===== src/rtl/program_loader.sv =====
// rtl/program_loader.sv - UART program-load engine writing instructions into instruction memory
//
// Purpose: after the debug decoder sees the load-program command, consume a
// count byte followed by count 32-bit instructions (LSB first) and write them
// to consecutive word addresses starting at 0, holding the CPU off via o_busy.
//
// Optional feature: PROGRAM_LOADER_CHECKSUM_EN adds a trailing XOR checksum byte
// (count byte XOR every data byte) verified in a CHECK state.
//
// Ports:
//   i_clk, i_rst        clock, synchronous active-low reset
//   i_start             one-cycle load request (ignored while busy)
//   i_rx_data/i_rx_valid received UART byte and its strobe
//   o_imem_we/addr/data registered instruction-memory write
//   o_busy              load in progress (through the o_done cycle)
//   o_done              one-cycle end-of-load pulse, success or failure
//   o_error             sticky error, cleared by the next accepted i_start
//   o_count             instruction count of the current or last load
module program_loader #(
    parameter int ADDR_WIDTH      = 32,
    parameter int MAX_INSTRUCTION = 64,
    parameter int TIMEOUT_CYCLES  = 1_000_000
) (
    input  logic                  i_clk,
    input  logic                  i_rst,
    input  logic                  i_start,
    input  logic [7:0]            i_rx_data,
    input  logic                  i_rx_valid,
    output logic                  o_imem_we,
    output logic [ADDR_WIDTH-1:0] o_imem_addr,
    output logic [31:0]           o_imem_data,
    output logic                  o_busy,
    output logic                  o_done,
    output logic                  o_error,
    output logic [7:0]            o_count
);

    typedef enum logic [2:0] {
        S_IDLE,
        S_COUNT,
        S_BYTE0,
        S_BYTE1,
        S_BYTE2,
        S_BYTE3,
        S_CHECK,
        S_DONE
    } state_t;

    state_t      state;
    logic [23:0] shreg;
    logic [7:0]  word_idx;
    logic [31:0] idle_cnt;
`ifdef PROGRAM_LOADER_CHECKSUM_EN
    logic [7:0]  csum;
`endif

    logic       waiting;
    logic       timeout_hit;
    logic [7:0] next_idx;

    // idle_cnt holds the number of cycles since the last accepted byte
    // (the byte cycle itself counts as 1), so expiry lands o_done exactly
    // TIMEOUT_CYCLES cycles after the last strobe.
    always_comb begin
        waiting     = (state == S_COUNT) || (state == S_BYTE0) || (state == S_BYTE1) ||
                      (state == S_BYTE2) || (state == S_BYTE3) || (state == S_CHECK);
        timeout_hit = 1'b0;
        if (TIMEOUT_CYCLES != 0) begin
            timeout_hit = waiting && !i_rx_valid &&
                          (idle_cnt >= 32'(TIMEOUT_CYCLES - 1));
        end
        next_idx = word_idx + 8'd1;
    end

    always_ff @(posedge i_clk) begin
        if (!i_rst) begin
            state       <= S_IDLE;
            shreg       <= '0;
            word_idx    <= '0;
            idle_cnt    <= '0;
            o_imem_we   <= 1'b0;
            o_imem_addr <= '0;
            o_imem_data <= '0;
            o_busy      <= 1'b0;
            o_done      <= 1'b0;
            o_error     <= 1'b0;
            o_count     <= '0;
`ifdef PROGRAM_LOADER_CHECKSUM_EN
            csum        <= '0;
`endif
        end else begin
            o_imem_we <= 1'b0;
            o_done    <= 1'b0;

            if (waiting) begin
                idle_cnt <= i_rx_valid ? 32'd1 : idle_cnt + 32'd1;
            end

            case (state)
                S_IDLE: begin
                    if (i_start) begin
                        state    <= S_COUNT;
                        o_error  <= 1'b0;
                        word_idx <= '0;
                        o_busy   <= 1'b1;
                        idle_cnt <= 32'd1;
                    end
                end

                S_COUNT: begin
                    if (i_rx_valid) begin
                        o_count <= i_rx_data;
`ifdef PROGRAM_LOADER_CHECKSUM_EN
                        csum    <= i_rx_data;
`endif
                        if (int'(i_rx_data) > MAX_INSTRUCTION) begin
                            o_error <= 1'b1;
                            o_done  <= 1'b1;
                            state   <= S_DONE;
                        end else if (i_rx_data == 8'd0) begin
`ifdef PROGRAM_LOADER_CHECKSUM_EN
                            state  <= S_CHECK;
`else
                            o_done <= 1'b1;
                            state  <= S_DONE;
`endif
                        end else begin
                            state <= S_BYTE0;
                        end
                    end
                end

                S_BYTE0, S_BYTE1, S_BYTE2: begin
                    if (i_rx_valid) begin
`ifdef PROGRAM_LOADER_CHECKSUM_EN
                        csum <= csum ^ i_rx_data;
`endif
                        case (state)
                            S_BYTE0: begin shreg[7:0]   <= i_rx_data; state <= S_BYTE1; end
                            S_BYTE1: begin shreg[15:8]  <= i_rx_data; state <= S_BYTE2; end
                            default: begin shreg[23:16] <= i_rx_data; state <= S_BYTE3; end
                        endcase
                    end
                end

                S_BYTE3: begin
                    if (i_rx_valid) begin
`ifdef PROGRAM_LOADER_CHECKSUM_EN
                        csum <= csum ^ i_rx_data;
`endif
                        o_imem_we   <= 1'b1;
                        o_imem_addr <= ADDR_WIDTH'({word_idx, 2'b00});
                        o_imem_data <= {i_rx_data, shreg};
                        word_idx    <= next_idx;
                        if (next_idx == o_count) begin
`ifdef PROGRAM_LOADER_CHECKSUM_EN
                            state  <= S_CHECK;
`else
                            o_done <= 1'b1;
                            state  <= S_DONE;
`endif
                        end else begin
                            state <= S_BYTE0;
                        end
                    end
                end

                S_CHECK: begin
`ifdef PROGRAM_LOADER_CHECKSUM_EN
                    if (i_rx_valid) begin
                        if (i_rx_data != csum) begin
                            o_error <= 1'b1;
                        end
                        o_done <= 1'b1;
                        state  <= S_DONE;
                    end
`else
                    state <= S_IDLE;
`endif
                end

                S_DONE: begin
                    o_busy <= 1'b0;
                    state  <= S_IDLE;
                end

                default: state <= S_IDLE;
            endcase

            // Expiry only fires on a cycle without a byte, so a byte always wins;
            // any partial word in shreg is simply abandoned.
            if (timeout_hit) begin
                o_error <= 1'b1;
                o_done  <= 1'b1;
                state   <= S_DONE;
            end
        end
    end

endmodule


===== config.mk =====
export PLATFORM = sky130hd
export DESIGN_NAME = program_loader
export DESIGN_NICKNAME = d
export VERILOG_FILES = /design/src/rtl/program_loader.sv
export SDC_FILE = /design/constraint.sdc
export NUM_CORES = 1
export LEC_CHECK = 0
export CORE_MARGIN = 8
export CORE_UTILIZATION = 40
export CTS_CLUSTER_DIAMETER = 60
export CTS_CLUSTER_SIZE = 14
export DETAILED_ROUTE_END_ITERATION = 7
export PLACE_DENSITY = 0.72
export RECOVER_POWER = 25
export SYNTH_ARGS = -nofsm -noshare
export SYNTH_HDL_FRONTEND = slang
export SYNTH_SLANG_ARGS = --single-unit

===== constraint.sdc =====
create_clock -name i_clk -period 2.55 [get_ports i_clk]
set_input_delay 0.3825 -clock i_clk [delete_from_list [all_inputs] [get_ports i_clk]]
set_output_delay 0.3825 -clock i_clk [all_outputs]
set_load 0.02 [all_outputs]

# == After elaboration in Yosys (flattened, before gate mapping) ==
# Index checks and enable logic that the tools add are counted.
# word_totals
ff_bits,119
input_bits,12
word_cells,91
# classes
add_sub_neg,2
order_cmp,2
eq_ne,15
n_mux,32
bitwise_logic,1
n_reduce_logical,26
# op_table
operator,count
2-to-1 mux 32 bit,4
"adder 32 x 1 -> 32 bit, second input constant",1
">= comparator 32 x 20 -> 1 bit, second input constant",1
2-to-1 mux 3 bit,8
2-to-1 mux 8 bit,2
one-hot mux 8 bit (2 select lines),1
one-hot mux 3 bit (5 select lines),1
"== test 3 bit, second input constant",4
2-to-1 mux 1 bit,12
"!= test 3 bit, second input constant",4
AND reduction 3 bit,4
"adder 8 x 1 -> 8 bit, second input constant",1
== test 8 bit,1
"> comparator 8 x 7 -> 1 bit, second input constant",1
logical NOT 8 bit,1
AND reduction 2 bit,4
AND reduction 4 bit,2
"== test 3 x 2 -> 1 bit, second input constant",2
one-hot mux 1 bit (2 select lines),3
one-hot mux 3 bit (2 select lines),1
logical OR 1 bit,5
"!= test 2 bit, second input constant",2
nonzero test 2 bit,2
OR reduction 2 bit,2
other kinds (8),9

# == Logic depth before layout (Yosys ltp) ==
# Gate-level depths: netlist of run 1.
# logic_depth
word_depth,10
ltp_mapped,8
ltp_nobuf,7

# == Least setup slack after synthesis of run 1 ==
# OpenSTA, ideal clock, no wires.
# synth_path
path_type,input -> register
from,input i_rx_data[0]
to,register state[0]
setup_ns,0.145
arrival_ns,1.850
required_time_ns,2.405
path_slack_ns,0.555
cell_stages,6
cell_sequence,or4_1 o31a_1 nor3_2 o31ai_1 a2111oi_0 a221oi_1
# synth_via
elab_chain_cells,6
word_cells_on_any_way,7
# synth_rtl
item,line_no,rtl
start: declaration,27,"input logic [7:0] i_rx_data,"
"parallel branches: the longest is 2 deep, another holds > comparator 8 x 7 -> 1 bit",n/a,
2-to-1 mux 3 bit (*),116,if (int'(i_rx_data) > MAX_INSTRUCTION) begin
2-to-1 mux 3 bit (*),111,if (i_rx_valid) begin
one-hot mux 3 bit (5 select lines) (*),99,case (state)
2-to-1 mux 3 bit (*),192,if (timeout_hit) begin
end signal: assignment,102,state <= S_COUNT;
end signal: assignment,119,state <= S_DONE;
end signal: assignment,195,state <= S_DONE;
end: declaration,49,state_t state;
# Every way passes the cells marked *. The select of a mux whose other input is x is not followed.
# A chain may end at the register's enable or synchronous reset.

# == Worst setup path after layout of run 1 ==
# layout_path
from,register state[0]
to,register idle_cnt[27]
# layout_via
elab_chain_cells,9
word_cells_on_any_way,15
# layout_rtl
item,line_no,rtl
start signal: assignment,77,state <= S_IDLE;
start signal: assignment,102,
start signal: assignment,119,
== test 3 x 1 -> 1 bit / == test 3 x 2 -> 1 bit (equally long branches),65,waiting = (state == S_COUNT) || (state == S_BYTE0) || (state == S_BYTE1) ||
logical OR 1 bit (3 in series),65,
logical OR 1 bit (2 in series),66,(state == S_BYTE2) || (state == S_BYTE3) || (state == S_CHECK);
2-to-1 mux 32 bit,95,if (waiting) begin
2-to-1 mux 32 bit,101,if (i_start) begin
2-to-1 mux 32 bit (*),99,
end signal: assignment,96,idle_cnt <= i_rx_valid ? 32'd1 : idle_cnt + 32'd1;
end: declaration,52,logic [31:0] idle_cnt;
# Every way passes the cells marked *; elsewhere a longest branch is shown, timed or not.

==> run_results.csv, run 1 <==
group,metric,value,unit
cts,htreeDepth,4,
pwr,p_int,3.50,mW
cts,cts_buffers,17,
finish,fin_nets,730,
finish,n_antenna_cell,0,
cts,worstSkewPairLatency,0.41,ns
routing,drc_errors,0,
cts,cts_buffer_depth,2,
cts,clkTransAtPathRegs,0.05,ns
worst_setup_path,cp-end-kind,"flop",
logic_synthesis,synth_compound_area_share,12.6,%
logic_synthesis,synth-edff-count,0,
placement,port_buffers,63,
routing,wl_met1,5300,um
sta,finalSetupViolCount,0,
die,core,12700,um2
cts,clock_sinks,119,
die,start_util,41.3,%
sta,setup_tns,0,ns
cts,tritoncts,"done",
routing,wl_met3,864,um
worst_setup_path,reg2reg_depth,5,
logic_synthesis,synth_seq_area_share,45.6,%
worst_setup_path,cp_max_fo,11,
placement,place_ws,-0.0633,ns
worst_setup_path,cp-start-kind,"flop",
sta,skew,0.0116,ns
pwr,irDropWorstVdd,390,uV
routing,ant_nets,0,
worst_setup_path,crit_type,"flop to flop",
logic_synthesis,async_reset_ff_share,0,%
sta,min_period,2.32,ns
logic_synthesis,ys.flop_type,"dfxtp_1",
logic_synthesis,syn_area_per_cell,8.03,um2
placement,placedCellCount,869,
logic_synthesis,yosys_register_bits,119,
global_route,grt_use_total,15.6,%
routing,drtIter0Drc,323,
sta,worstMarginPinSlew,0.811,ns
routing,drt_pass1_iterations,5,
global_route,grt_pass1_vias,4507,
pwr,power.density,720,nW/um2
sta,rsz0062_at_grt,"no",
pwr,power.share.sequential,41.8,%
worst_hold_path,hold_path.class,"flop to flop",
sta,fin_hold_ws,0.452,ns
routing,wl_met2,6390,um
logic_synthesis,yosysUniqueCellTypes,52,
routing,wl_per_cell,14.4,um
logic_synthesis,yosys-mux-area-fraction,1.53,%
logic_synthesis,synth_area,5230,um2
flow_run,max_cap_violations,0,
die,num_rows,41,
global_route,antenna_found_initial,0,
routing,top_layer,"met4",
sta,maxSlewViolCount,0,
die,fp.dieW,130,um
global_route,grt_max_degree,42,
sta,relSlewSlack,45.9,%
logic_synthesis,synth_adder_area_share,0.479,%
pwr,clkPwrFrac,48.0,%
global_route,grt.overflow.total,0,
pwr,swShare,25.5,%
pwr,p_comb_share,10.1,%
status,status,"finished, final reports clean",
finish,final_common_cell,"nand2_1",
worst_hold_path,hold_depth,2,
logic_synthesis,ys_warn_count,0,
routing,via_count,4613,
pwr,leakage,2.23,nW
logic_synthesis,synth_xor_area_share,6.37,%
finish,n_fill_cell,1190,
logic_synthesis,synth-simple-area-share,26.5,%
finish,mostFrequentLayoutCells,"157 x nand2_1, 119 x dfxtp_1, 78 x a21oi_1",
finish,drive_above_1_share,8.24,%
die,die_y,130,um
logic_synthesis,synth_top_family_by_area,"simple AND/OR/NAND/NOR gates",
cts,cts_root_buf,"clkbuf_16",
worst_setup_path,critical_path_required,2.88,ns
worst_setup_path,cp.arrival,2.65,ns
logic_synthesis,syn-instance-count,651,
finish,final-instance-count-excl-fill,900,
routing,viasPerCell,5.13,
sta,finalWorstSetupSlack,0.233,ns
placement,place_hpwl,8990,um
global_route,grt_pass1_wl,21200,um
placement,routabilityCongestion,0.863,
die,die-area,17000,um2
sta,hold_viol_final,0,
finish,synthToLayoutAreaGrowth,24.8,%
routing,wl,12900,um
sta,period_share,90.9,%
sta,fmax,432,MHz
pwr,p_sw,1.20,mW
die,pin_count,88,
[final cells by class]
| cell class | count | area [um2] | area share (%) |
|---|---|---|---|
| multi-input combinational | 489 | 2570 | 39.5 |
| sequential | 119 | 2380 | 36.5 |
| timing repair buffer | 83 | 768 | 11.8 |
| clock buffer | 18 | 429 | 6.58 |
| tap | 172 | 215 | 3.30 |
| clock inverter | 13 | 133 | 2.03 |
| inverter | 6 | 22.5 | 0.345 |
[flip-flops by register name, indices dropped and copies added, names as in the netlist]
signal       cells
o_error          1
idle_cnt        32
o_imem_we        1
shreg           24
o_imem_addr      8
o_count          8
state            3
o_busy           1
o_done           1
o_imem_data     32
word_idx         8
[power groups by stage]
stage          Clock (mW)  Combinational [mW]  Sequential [mW]
3_3_place_gp            0               0.462             2.00
6_report             2.25               0.476             1.96
5_1_grt              2.38               0.527             1.97
3_5_place_dp            0               0.472             2.00
4_1_cts              2.29               0.476             1.96
2_1_floorplan           0               0.351             2.00
[cell families (layout without fill, tap and decap cells)]
family	count (synthesis)	after routing
compound gates	116	116
xor+xnor	38	38
fa+ha+maj	2	2
buf+inv	66	120
flops	119	119
mux	8	8
other cells	1	24
simple gates	301	301
[path summary, 6_finish.rpt]
| path | from | slack, ns | end |
|---|---|---|---|
| setup / recovery | state[0] | 0.23 | idle_cnt[27] |
| hold / removal | o_imem_addr[9] | 0.45 | o_imem_addr[9] |
| setup reg to reg | state[0] | 0.23 | idle_cnt[27] |
| hold reg to reg | o_imem_addr[9] | 0.45 | o_imem_addr[9] |
[layer usage]
| layer | vias to the layer above | global-route usage, % |
|---|---|---|
| li1 | 2283 | - |
| met1 | 2155 | 17.1 |
| met2 | 144 | 26.5 |
| met3 | 31 | 4.90 |
| met4 | 0 | 8.64 |
| met5 | - | 0 |
[cell usage after synthesis (all sizes together) (2+ instances only)]
| cell type | instances | share of area, % |
|---|---|---|
| ha | 2 | 0.48 |
| and4 | 2 | 0.34 |
| xor2 | 21 | 3.5 |
| nor3 | 14 | 1.5 |
| xnor2 | 17 | 2.8 |
| a211oi | 5 | 0.72 |
| or3 | 7 | 0.84 |
| nand2 | 157 | 11 |
| mux2i | 8 | 1.5 |
| a211o | 2 | 0.34 |
| o21a | 4 | 0.57 |
| a2111oi | 2 | 0.34 |
| and3 | 9 | 1.2 |
| or2 | 2 | 0.24 |
| inv | 6 | 0.43 |
| a21o | 2 | 0.29 |
| o31ai | 2 | 0.29 |
| nand3 | 16 | 1.5 |
| o2111ai | 2 | 0.34 |
| dfxtp | 119 | 46 |
| o21ai | 10 | 0.96 |
| a21oi | 78 | 7.5 |
| or4 | 2 | 0.36 |
| and2 | 6 | 0.72 |
| nor2 | 57 | 4.1 |
| nand4 | 12 | 1.6 |
| nor2b | 2 | 0.24 |
| buf | 27 | 4.1 |
| nand2b | 2 | 0.24 |
| nor4 | 8 | 1.4 |
| clkbuf | 33 | 2.4 |
| a21boi | 2 | 0.29 |
| nor3b | 2 | 0.29 |
[worst max-delay path, cell delays in order (launching register included)]
cell	delay, ns
dfxtp_1	0.54
nor3_1	0.21
nor4_4	0.44
or4b_4	0.55
or3_1	0.34
a21oi_1	0.15
[stage by stage]
step	util [%]	instance area, um2	power (mW)
after floorplan	-	5320	2.35
after global placement	47.1	5970	2.46
after detailed placement	47.1	5970	2.47
after CTS	51.6	6540	4.73
after global routing	51.5	6520	4.87
final	51.5	6520	4.69
[what timing repair did]
| action | CTS | global route |
|---|---|---|
| setup buffers | 0 | 0 |
| hold buffers | 0 | 0 |
| gates resized for setup | 0 | 1 |
| endpoints found under the setup margin | 0 | 2 |
(Power assumes the default switching activity.)
==> run 2, diff against run 1 <==
--- a/config.mk
+++ b/config.mk
@@ -8,7 +8,7 @@
 export CORE_MARGIN = 8
 export CORE_UTILIZATION = 40
 export CTS_CLUSTER_DIAMETER = 60
-export CTS_CLUSTER_SIZE = 14
+export CTS_CLUSTER_SIZE = 12
 export DETAILED_ROUTE_END_ITERATION = 7
 export PLACE_DENSITY = 0.72
 export RECOVER_POWER = 25
==> results of run 2 <==
The final DEF is identical to that of run 1; final timing and power are the same.
==> run 3, diff against run 2 <==
--- a/config.mk
+++ b/config.mk
@@ -12,6 +12,7 @@
 export DETAILED_ROUTE_END_ITERATION = 7
 export PLACE_DENSITY = 0.72
 export RECOVER_POWER = 25
+export SETUP_SLACK_MARGIN = 0.05
 export SYNTH_ARGS = -nofsm -noshare
 export SYNTH_HDL_FRONTEND = slang
 export SYNTH_SLANG_ARGS = --single-unit
==> results of run 3 <==
The final DEF is identical to that of run 1; final timing and power are the same.
